**config.mk**
```make
export PLATFORM = sky130hd
export DESIGN_NAME = sent_rx_frame_ctrl
export DESIGN_NICKNAME = d
export VERILOG_FILES = /design/src/rtl/sent_rx_frame_ctrl.sv
export SDC_FILE = /design/constraint.sdc
export NUM_CORES = 1
export LEC_CHECK = 0
export BUFFER_PORTS_ARGS = -buffer_cell sky130_fd_sc_hd__buf_2
export CORE_AREA = 4 4 96 75
export DETAILED_ROUTE_END_ITERATION = 8
export DIE_AREA = 0 0 100 79
export GPL_TIMING_DRIVEN = 0
export PLACE_DENSITY = 0.77
export SLEW_MARGIN = 20
export SYNTH_ARGS = -nofsm -noshare
export SYNTH_HDL_FRONTEND = slang
export SYNTH_SLANG_ARGS = --single-unit
```
**constraint.sdc**
```tcl
create_clock -name clk -period 2.16 [get_ports clk]
set_input_delay 0 -clock clk [delete_from_list [all_inputs] [get_ports clk]]
set_output_delay 0 -clock clk [all_outputs]
set_load 0.1 [all_outputs]
```
**src/rtl/sent_rx_frame_ctrl.sv**
```systemverilog
// SENT receive frame controller: calibration handshake, frame sequencing,
// pulse-to-nibble decode, 4-bit CRC check and lock tracking.
module sent_rx_frame_ctrl #(
  parameter int unsigned DATA_NIBBLES = 6,
  parameter bit          PAUSE_EN     = 1'b0,
  parameter int unsigned LOCK_FRAMES  = 4
) (
  input  logic        clk,
  input  logic        reset,
  input  logic        cal_done,
  input  logic        pulse_valid,
  input  logic [9:0]  pulse_ticks,
  output logic        cal_req,
  output logic        frame_valid,
  output logic [3:0]  status_nibble,
  output logic [23:0] data_out,
  output logic        crc_ok,
  output logic        error,
  output logic [2:0]  error_code,
  output logic        locked
);

  localparam int unsigned ALIGN_SHIFT = 4 * (6 - DATA_NIBBLES);
  localparam logic [2:0]  LAST_NIB    = 3'(DATA_NIBBLES - 1);
  localparam logic [3:0]  CRC_SEED    = 4'b0101;
  localparam logic [3:0]  CRC_POLY    = 4'b1101;
  localparam logic [2:0]  ERR_NIBBLE  = 3'd1;
  localparam logic [2:0]  ERR_SYNC    = 3'd2;
  localparam logic [2:0]  ERR_CRC     = 3'd3;
  localparam logic [2:0]  ERR_PAUSE   = 3'd4;

  typedef enum logic [2:0] {
    ST_HUNT, ST_STATUS, ST_DATA, ST_CRC, ST_PAUSE, ST_SYNC
  } state_e;

  state_e      state_q, state_d;
  logic [2:0]  nib_cnt_q, nib_cnt_d;
  logic [3:0]  crc_q, crc_d;
  logic [3:0]  status_acc_q, status_acc_d;
  logic [23:0] data_acc_q, data_acc_d;
  logic [3:0]  lock_cnt_q, lock_cnt_d;
  logic        cal_req_q, cal_req_d;
  logic        frame_valid_q, frame_valid_d;
  logic [3:0]  status_nibble_q, status_nibble_d;
  logic [23:0] data_out_q, data_out_d;
  logic        crc_ok_q, crc_ok_d;
  logic        error_q, error_d;
  logic [2:0]  error_code_q, error_code_d;
  logic        locked_q, locked_d;

  logic        nib_legal, pause_legal, sync_legal;
  logic [3:0]  nib_val;
  logic [3:0]  crc_expect;
  logic        proto_err;
  logic [2:0]  proto_code;

  // Fold one nibble into the CRC, MSB first.
  function automatic logic [3:0] crc_fold(input logic [3:0] crc, input logic [3:0] nib);
    logic [3:0] c;
    logic       fb;
    c = crc;
    for (int i = 3; i >= 0; i--) begin
      fb = c[3];
      c  = {c[2:0], nib[i]};
      if (fb) c = c ^ CRC_POLY;
    end
    return c;
  endfunction

  assign nib_legal   = (pulse_ticks >= 10'd12) && (pulse_ticks <= 10'd27);
  assign pause_legal = (pulse_ticks >= 10'd12) && (pulse_ticks <= 10'd768);
  assign sync_legal  = (pulse_ticks >= 10'd55) && (pulse_ticks <= 10'd57);
  assign nib_val     = 4'(pulse_ticks - 10'd12);
  assign crc_expect  = crc_fold(crc_q, 4'd0);

  // Next-state, frame assembly and output computation.
  always_comb begin
    state_d         = state_q;
    nib_cnt_d       = nib_cnt_q;
    crc_d           = crc_q;
    status_acc_d    = status_acc_q;
    data_acc_d      = data_acc_q;
    lock_cnt_d      = lock_cnt_q;
    frame_valid_d   = 1'b0;
    status_nibble_d = status_nibble_q;
    data_out_d      = data_out_q;
    crc_ok_d        = crc_ok_q;
    error_d         = 1'b0;
    error_code_d    = error_code_q;
    proto_err       = 1'b0;
    proto_code      = ERR_NIBBLE;

    unique case (state_q)
      ST_HUNT: begin
        if (cal_done) state_d = ST_STATUS;
      end
      ST_STATUS: begin
        if (pulse_valid) begin
          if (nib_legal) begin
            status_acc_d = nib_val;
            crc_d        = CRC_SEED;
            data_acc_d   = '0;
            nib_cnt_d    = '0;
            state_d      = ST_DATA;
          end else begin
            proto_err = 1'b1;
          end
        end
      end
      ST_DATA: begin
        if (pulse_valid) begin
          if (nib_legal) begin
            data_acc_d = {data_acc_q[19:0], nib_val};
            crc_d      = crc_fold(crc_q, nib_val);
            if (nib_cnt_q == LAST_NIB) state_d = ST_CRC;
            else nib_cnt_d = nib_cnt_q + 3'd1;
          end else begin
            proto_err = 1'b1;
          end
        end
      end
      ST_CRC: begin
        if (pulse_valid) begin
          if (nib_legal) begin
            frame_valid_d   = 1'b1;
            status_nibble_d = status_acc_q;
            data_out_d      = data_acc_q << ALIGN_SHIFT;
            crc_ok_d        = (nib_val == crc_expect);
            if (nib_val == crc_expect) begin
              lock_cnt_d = (lock_cnt_q == 4'd15) ? 4'd15 : lock_cnt_q + 4'd1;
            end else begin
              error_d      = 1'b1;
              error_code_d = ERR_CRC;
              lock_cnt_d   = '0;
            end
            state_d = PAUSE_EN ? ST_PAUSE : ST_SYNC;
          end else begin
            proto_err = 1'b1;
          end
        end
      end
      ST_PAUSE: begin
        if (pulse_valid) begin
          if (pause_legal) state_d = ST_SYNC;
          else begin
            proto_err  = 1'b1;
            proto_code = ERR_PAUSE;
          end
        end
      end
      ST_SYNC: begin
        if (pulse_valid) begin
          if (sync_legal) state_d = ST_STATUS;
          else begin
            proto_err  = 1'b1;
            proto_code = ERR_SYNC;
          end
        end
      end
      default: state_d = ST_HUNT;
    endcase

    // Protocol errors abandon the frame and restart calibration.
    if (proto_err) begin
      error_d      = 1'b1;
      error_code_d = proto_code;
      lock_cnt_d   = '0;
      state_d      = ST_HUNT;
    end

    cal_req_d = (state_d == ST_HUNT);
    locked_d  = (32'(lock_cnt_d) >= LOCK_FRAMES);
  end

  // State and output registers with synchronous reset.
  always_ff @(posedge clk) begin
    if (reset) begin
      state_q         <= ST_HUNT;
      nib_cnt_q       <= '0;
      crc_q           <= '0;
      status_acc_q    <= '0;
      data_acc_q      <= '0;
      lock_cnt_q      <= '0;
      cal_req_q       <= 1'b0;
      frame_valid_q   <= 1'b0;
      status_nibble_q <= '0;
      data_out_q      <= '0;
      crc_ok_q        <= 1'b0;
      error_q         <= 1'b0;
      error_code_q    <= '0;
      locked_q        <= 1'b0;
    end else begin
      state_q         <= state_d;
      nib_cnt_q       <= nib_cnt_d;
      crc_q           <= crc_d;
      status_acc_q    <= status_acc_d;
      data_acc_q      <= data_acc_d;
      lock_cnt_q      <= lock_cnt_d;
      cal_req_q       <= cal_req_d;
      frame_valid_q   <= frame_valid_d;
      status_nibble_q <= status_nibble_d;
      data_out_q      <= data_out_d;
      crc_ok_q        <= crc_ok_d;
      error_q         <= error_d;
      error_code_q    <= error_code_d;
      locked_q        <= locked_d;
    end
  end

  assign cal_req       = cal_req_q;
  assign frame_valid   = frame_valid_q;
  assign status_nibble = status_nibble_q;
  assign data_out      = data_out_q;
  assign crc_ok        = crc_ok_q;
  assign error         = error_q;
  assign error_code    = error_code_q;
  assign locked        = locked_q;

endmodule

```
== Yosys cells after proc, flatten, opt, wreduce, memory -nomap -nowiden ==
Index checks and enable logic that the tools add are counted.
Cells by class
  add/sub/neg operators: 3
  multiply operators: 0
  divide/modulo/power cells: 0
  magnitude comparators: 6
  equality and inequality tests: 14
  shift operators: 0
  multiplexer cells: 76
  bitwise operators: 10
  reduce and logical (&&, ||, !) cells: 16
Operators with widths (number)
  $mux W4: 27
  $mux W24: 4
  $mux W3: 25
  $pmux W24 S2: 1
  $not A3 Y3: 8
  $pmux W3 S6: 1
  $mux W1: 12
  $ne A2 B2 Y1 const B: 6
  $pmux W3 S2: 2
  $ge A10 B4 Y1 const B: 1
  $ge A10 B6 Y1 const B: 1
  $le A10 B10 Y1 const B: 1
  $le A10 B5 Y1 const B: 1
  $le A10 B6 Y1 const B: 1
  $eq A3 B3 Y1 const B: 3
  $pmux W4 S2: 1
  $reduce_bool A2 Y1: 4
  $eq A3 B2 Y1 const B: 2
  $logic_not A3 Y1: 2
  $reduce_and A3 Y1: 2
  $reduce_and A6 Y1: 1
  $reduce_or A3 Y1: 2
  $reduce_and A5 Y1: 1
  $add A4 B1 Y4 const B: 1
  11 further kinds: 15
Word-level totals
  flip-flop bits (word level): 78
  bits in latches: 0
  RAM bits: 0
  ROM bits: 0
  bits of input ports: 14
  output and inout bits: 36
  logic and storage cells: 139
  memories: 0

== Depth between registers and ports, before layout ==
Gate-level depths: netlist of run 1.
  depth in word-level cells: 21
  mapped depth: 9

== Worst setup path after synthesis of run 1 ==
No wires, ideal clock.
  path type: flip-flop to flip-flop
  from: reg crc_q[2]
  to: reg lock_cnt_q[2]
  setup time: 100 ps
  data arrival time: 1822 ps
  required time: 2060 ps
  path slack: 239 ps
  cell stages (with the launch flop): 7
  path buffers: 1
  period minus slack after synthesis: 1921 ps
  path through: dfxtp_1 clkbuf_1 xor2_1 or3_1 a211oi_2 o21ai_0 a2111oi_4
On the way
  longest elaborated chain between the ends: 12
  elaborated cells on any way between the ends: 13
  those cells by class: 1 x eq/ne; 9 x mux; 3 x bitwise
Ends and longest elaborated chain
  start: declaration: RTL line 38  | logic [3:0] crc_q, crc_d;
  start signal: assignment: RTL line 195  | crc_q <= crc_d;
  $not A3 Y3 (no line)
  $mux W4 (*) (2 in series): RTL line 65  | if (fb) c = c ^ CRC_POLY;
  $not A3 Y3 (no line) / $mux W4 (equally long branches)
  $mux W4 (*) (2 in series): RTL line 65
  $eq A4 B4 Y1 (*): RTL line 129  | if (nib_val == crc_expect) begin
  $mux W4 (*): RTL line 129
  $mux W4 (*): RTL line 124  | if (nib_legal) begin
  $mux W4 (*): RTL line 123  | if (pulse_valid) begin
  $mux W4 (*): RTL line 93  | unique case (state_q)
  $mux W4 (*): RTL line 164  | if (proto_err) begin
  end signal: assignment: RTL line 198  | lock_cnt_q <= lock_cnt_d;
  end: declaration: RTL line 41  | logic [3:0] lock_cnt_q, lock_cnt_d;
Every way passes the cells marked *; elsewhere a longest branch is shown, timed or not.
A chain may end at the register's enable or synchronous reset.

== Worst setup path after layout of run 1 ==
  from: reg crc_q[2]
  to: reg locked_q (netlist: locked)
On the way
  longest elaborated chain between the ends: 13
  elaborated cells on any way between the ends: 14
  those cells by class: 1 x order compare; 1 x eq/ne; 9 x mux; 3 x bitwise
Ends and longest elaborated chain
  $not A3 Y3 (no line)
  $mux W4 (*) (2 in series): RTL line 65
  $not A3 Y3 (no line) / $mux W4 (equally long branches)
  $mux W4 (*) (2 in series): RTL line 65
  $eq A4 B4 Y1 (*): RTL line 129
  $mux W4 (*): RTL line 129
  $mux W4 (*): RTL line 124
  $mux W4 (*): RTL line 123
  $mux W4 (*): RTL line 93
  $mux W4 (*): RTL line 164
  $ge A4 B3 Y1 (*): RTL line 172  | locked_d = (32'(lock_cnt_d) >= LOCK_FRAMES);
  end signal: assignment: RTL line 206  | locked_q <= locked_d;
  end: declaration: RTL line 49  | logic locked_q, locked_d;
Marked as above.

==> flow_summary_export.csv, run 1 <==
group,metric,value,unit
drt,wl_per_cell,15.3,microns
timing,skew,10.4,ps
drt,drt_wl_total,8360,microns
global_routing,grt_pass1_wl,13600,microns
critical_path,cp-start-kind,"register",
drt,num_vias,3082,
final_layout,finalInstanceArea,4020,sq um
timing,slew_viol_final,0,
global_routing,grt_pass1_vias,2792,
cts,root_buffer,"clkbuf_8",
timing,finalSetupViolations,0,
critical_path,reg2reg_from,"crc_q[2]$_SDFFE_PP0P_",
drt,drc_errors,0,
timing,finalHoldViolCount,0,
synthesis,synth_area,3420,sq um
critical_path,cp_max_fo,5,
worst_hold_path,min_from,"pulse_ticks[0]",
critical_path,reg2regPathDepth,7,
critical_path,critPathKind,"register to register",
timing,slew-limit-headroom,0.573,
synthesis,async_flop_share,0,
cts,cts_made_buffers,9,
synthesis,synth_nets,423,
cts,cts.sinks,78,
synthesis,ys.flop_type,"dfxtp_1",
cts,cts_max_level,3,
drt,vias_per_cell,5.66,
timing,fmax,488,MHz
placement,dp_hpwl,6010,microns
floorplan,start_util,0.549,
critical_path,rrSetupSlack,110,ps
synthesis,synth_edf_count,0,
timing,period_minus_slack,2050,ps
worst_hold_path,min_to,"status_acc_q[0]$_SDFFE_PP0P_",
pwr,p_leak,1.56,nW
global_routing,grt_max_degree,15,
synthesis,syn_inst,401,
critical_path,cp-end-kind,"register",
timing,worst_slew_pin_slew,634,ps
floorplan,die_area,7900,sq um
critical_path,worstPathRequired,2410,ps
drt,drt_iter0_drc,246,
global_routing,grtUsageTotal,0.217,
global_routing,grt-ovfl-total,0,
floorplan,ios,50,
timing,period_share,0.950,
job,drv_cap,0,
placement,post_dp_cell_area,3740,sq um
synthesis,synthTopCellsByArea,"dfxtp_1 46%, nand2_1 7.8%, a21oi_1 6.0%, a22oi_1 5.3%, nor2_1 4.5%",
synthesis,yosysTopAreaCellShare,0.457,
cts,cts_tree,"yes",
floorplan,dieWidth,100,microns
global_routing,antenna_found_initial,0,
drt,drtPass1Iterations,5,
worst_hold_path,holdPathStages,3,
placement,place.gp.congestion,0.880,
synthesis,syn_area_per_cell,8.52,sq um
drt,ant_nets,0,
synthesis,synth_top_area_cell,"dfxtp_1",
critical_path,worstPathArrival,2300,ps
synthesis,ys_types,53,
cts,clkTransAtPathRegs,80,ps
synthesis,yosys_warnings,0,
final_layout,area_growth,17.8,%
cts,clk_latency,360,ps
synthesis,ys_seq_elements,78,
final_layout,layout-drive-gt1-share,0.200,
worst_hold_path,hold_class,"input port to register",
final_layout,antenna_cells,0,
synthesis,ys_seq_area_frac,0.457,
floorplan,coreArea,6220,sq um
pwr,powerDensity,699,nW/um^2
final_layout,nNetsFinal,481,
synthesis,yosys-top-cells-count,"78 x dfxtp_1, 71 x nand2_1, 41 x a21oi_1, 41 x nor2_1, 24 x a22oi_1",
cts,cts_buffer_depth,2,
placement,numPortBuffers,45,
floorplan,fp-row-count,25,
synthesis,yosys.cell_count.top_type,"dfxtp_1",
status,status,"complete, no violations",
timing,holdWs,52.0,ps
critical_path,reg2reg_to,"locked$_SDFF_PP0_",
floorplan,die_h,79,microns
pwr,peakVddDrop,0.000496,V
-- where the power goes --
group          total, mW  internal (mW)  switching, mW
combinational      0.214         0.0596          0.155
sequential          1.45           1.44        0.00599
clock               1.15          0.607          0.542
-- cells by family after synthesis --
logic type	share of synthesized area
AOI/OAI and AO/OA	0.217
xor gates and xnor gates	0.0282
adders and majority gates	0.0293
buffers and inverters	0.0462
DFF	0.457
muxes	0.0147
and+or+nand+nor	0.208
-- metal layers --
| metal | up-vias | routed length (microns) | GRT usage | share of wire |
|---|---|---|---|---|
| met5 | - | 0 | 0 | 0 |
| met4 | 0 | 75 | 0.0404 | 0.0090 |
| met3 | 8 | 635 | 0.0650 | 0.076 |
| met2 | 98 | 3510 | 0.316 | 0.42 |
| met1 | 1453 | 4140 | 0.320 | 0.50 |
| li1 | 1523 | - | - | - |
-- final cells by class --
class	count	area (sq um)
fillers	530	2200
well taps	81	101
clock inverters	5	65.1
inverters	6	22.5
repair buffers	48	250
plain buffers	31	143
flip-flops and latches	78	1560
multi-input cells	285	1730
clock buffers	11	151
-- how the worst max path moves through the flow --
stage,start,to,slack [ps],cells after the start
2_1_floorplan,crc_q[2]$_SDFFE_PP0P_,lock_cnt_q[2]$_SDFF_PP0_,240,6
3_3_place_gp,pulse_ticks[2],locked$_SDFF_PP0_,-280,9
3_5_place_dp,pulse_ticks[2],status_nibble[0]$_SDFFE_PP0P_,-300,10
4_1_cts,state_q[0]$_SDFF_PP0_,crc_q[3]$_SDFFE_PP0P_,10,6
5_1_grt,state_q[2]$_SDFF_PP0_,data_out[11]$_SDFFE_PP0P_,-10,8
6_report,crc_q[2]$_SDFFE_PP0P_,locked$_SDFF_PP0_,110,7
-- registers in the layout (all words and copies together), names as in the netlist, 3 cells and up --
name and flops:
status_acc_q 4, data_acc_q 24, status_nibble 4, lock_cnt_q 4, state_q 3, nib_cnt_q 3
data_out 24, error_code 3, crc_q 4
-- through the flow --
| stage | setup WS [ps] | util | power [mW] | instances | setup TNS (ps) |
|---|---|---|---|---|---|
| 3_3_place_gp | -283 | 0.601 | 1.68 | 527 | -12640 |
| 5_1_grt | -10.5 | 0.646 | 2.91 | 545 | -11.5 |
| 3_5_place_dp | -305 | 0.601 | 1.69 | 527 | -13870 |
| 2_1_floorplan | 239 | - | 1.63 | 401 | 0 |
| 6_report | 109 | 0.646 | 2.81 | 545 | 0 |
| 4_1_cts | 9.93 | 0.640 | 2.83 | 544 | 0 |
-- worst max-delay path, stage by stage (launching register included) --
cell       delay, ps
dfxtp_1          310
clkbuf_1         240
xor2_1           130
or3_1            370
a211oi_4         320
buf_4            190
nor2_2            60
a2111oi_2        330
-- timing repair --
item | 4_1_cts | 5_1_grt
gates resized for setup | 4 | 13
hold buffers | 1 | 0
hold endpoints to repair | 1 | 0
pin swaps | 0 | 1
buffers inserted | 0 | 2
endpoints found under the setup margin | 29 | 74
-- cell usage in the layout (no fill, tap or decap), types with 2 or more instances in the layout --
cell type and n:
a2111oi_4 2, a211o_1 2, a211oi_1 5, a21oi_1 41, a22oi_1 24, a31oi_1 3, a41o_1 2, and2_1 3
and3_1 7, buf_2 51, buf_4 2, clkbuf_1 17, clkbuf_2 6, clkbuf_8 11, clkinv_4 3, dfxtp_1 78
ha_1 8, inv_1 6, mux2i_1 5, nand2_1 71, nand3_1 7, nand4_1 4, nor2_1 40, nor2b_1 4
nor3_1 4, nor3b_2 2, nor4_1 4, o211ai_1 3, o21ai_0 5, o311a_1 2, xnor2_1 6, xor2_1 5
No activity file was read; power rests on OpenSTA's default activity.
==> inputs of run 2 (changes only) <==
Settings changed: CORE_AREA 4 4 96 75 to 4 4 107 84, DIE_AREA 0 0 100 79 to 0 0 111 88, PLACE_DENSITY 0.77 to unset.
==> flow_summary_export.csv, run 2 (same netlist as run 1, synthesis figures left out) <==
group,metric,value,unit
final_layout,finalInstanceArea,4020,sq um
drt,vias_per_cell,5.41,
timing,fin_setup_tns,0,ps
drt,ant_nets,0,
global_routing,grt_use_met2,0.257,
critical_path,critPathSlowestCell,"dfxtp_1",
timing,period_minus_slack,2040,ps
timing,rsz0062_at_grt,"yes",
placement,place.gp.congestion,0.907,
drt,drt_iter0_drc,136,
floorplan,start_util,0.437,
floorplan,die_area,9770,sq um
critical_path,critPathKind,"register to register",
global_routing,antenna_found_initial,0,
cts,cts_tree,"yes",
drt,wl_per_cell,15.3,microns
final_layout,area_growth,17.6,%
critical_path,reg2reg_from,"state_q[1]$_SDFF_PP0_",
placement,dp_hpwl,6310,microns
timing,slew_viol_final,0,
timing,finalHoldViolCount,0,
global_routing,top_usage_layer,"met1",
cts,clk_latency,350,ps
drt,drc_errors,0,
drt,num_vias,3061,
pwr,peakVddDrop,0.000475,V
global_routing,grt_pass1_wl,14200,microns
critical_path,worstPathArrival,2330,ps
job,drv_cap,0,
final_layout,layout-drive-gt1-share,0.195,
cts,cts_made_buffers,9,
floorplan,fp-row-count,28,
global_routing,grt_max_degree,16,
timing,skew,8.16,ps
cts,cts_buffer_depth,2,
critical_path,cp-start-kind,"register",
floorplan,ios,50,
critical_path,cp-end-kind,"register",
final_layout,mostFrequentLayoutCell,"dfxtp_1",
cts,root_buffer,"clkbuf_8",
timing,holdWs,38.8,ps
placement,post_dp_cell_area,3770,sq um
global_routing,grt_pass1_vias,2853,
floorplan,die_h,88,microns
final_layout,mostFrequentLayoutCells,"78 x dfxtp_1, 71 x nand2_1, 53 x buf_2",
final_layout,antenna_cells,0,
drt,drtPass1Iterations,6,
critical_path,worst_path_largest_cell_delay,510,ps
critical_path,critPathTopFamily,"simple AND/OR/NAND/NOR gates",
floorplan,dieWidth,111,microns
critical_path,cp_max_fo,10,
pwr,powerDensity,696,nW/um^2
critical_path,crit_chain,"nor3b_2 -> and3_1 -> clkbuf_1 -> buf_2 -> a22oi_1 -> nor2_1",
timing,finalSetupViolations,0,
cts,clkTransAtPathRegs,90,ps
timing,worst_slew_pin_slew,608,ps
placement,numPortBuffers,45,
global_routing,grt-ovfl-total,0,
global_routing,grt_use_met3,0.0483,
floorplan,coreArea,7810,sq um
cts,cts_max_level,3,
global_routing,grtUsageTotal,0.182,
worst_hold_path,min_from,"pulse_ticks[0]",
timing,period_share,0.945,
critical_path,critPathLaunch,"state_q[1]$_SDFF_PP0_",
cts,cts.sinks,78,
final_layout,nNetsFinal,478,
final_layout,fin_cells,566,
timing,slew-limit-headroom,0.595,
status,status,"complete, no violations",
global_routing,grt_util_met1,0.269,
timing,fmax,490,MHz
pwr,p_leak,1.53,nW
final_layout,final_core_util,0.514,
drt,drt_wl_total,8660,microns
critical_path,critical_path_buf_inv_count,2,
placement,dp_cells,551,
worst_hold_path,hold_class,"input port to register",
critical_path,worstPathRequired,2450,ps
-- run 2: cell count changes in the layout (fill, tap and decap cells not counted), sizes merged --
cell and delta:
clkinvlp +4, clkinv -3, clkbuf -6, buf +1, inv +1
-- run 2: layout make-up --
class | count | area, sq um
Timing Repair Buffer | 47 | 243
Buffer | 29 | 133
Sequential cell | 78 | 1560
Multi-Input combinational cell | 285 | 1720
Tap cell | 105 | 131
Inverter | 6 | 22.5
Clock inverter | 7 | 80.1
Clock buffer | 9 | 124
Fill cell | 769 | 3800
-- run 2: worst min-delay path: cells and delay by family --
family,cells,cell delay [ps]
simple gates,1,70
mux,1,100
buf+inv,1,190
-- run 2: worst paths after layout --
kind / to / slack (ps) / depth (start not counted)
max: data_acc_q[23]$_SDFFE_PP0P_ / 120 / 6
min: status_acc_q[0]$_SDFFE_PP0P_ / 40 / 3
max reg2reg: data_acc_q[23]$_SDFFE_PP0P_ / 120 / 6
min reg2reg: status_nibble[2]$_SDFFE_PP0P_ / 450 / 2
-- run 2: report_power, final --
group | switching [mW] | leakage (nW) | internal, mW
Clock | 0.589 | 0.0900 | 0.545
Combinational | 0.153 | 0.815 | 0.0585
Sequential | 0.00551 | 0.629 | 1.44
-- run 2: what timing repair did --
item | in CTS | in global routing
gates resized for setup | 5 | 11
pin swaps | 1 | 1
setup buffers | 0 | 1
endpoints found under the hold margin | 1 | 0
setup endpoints to repair | 35 | 70
hold buffers | 1 | 0
-- run 2: stage by stage --
step                      worst slack, ps  power (mW)
after floorplan                       239        1.63
after global placement               -300        1.68
after detailed placement             -309        1.69
after CTS                            33.2        2.81
after global routing                -49.9        2.90
final                                 119        2.80
-- run 2: layer usage --
layer | routed length (microns) | vias to the layer above
met5 | 0 | -
met4 | 108 | 0
met3 | 539 | 13
met2 | 3500 | 93
met1 | 4510 | 1441
li1 | - | 1514
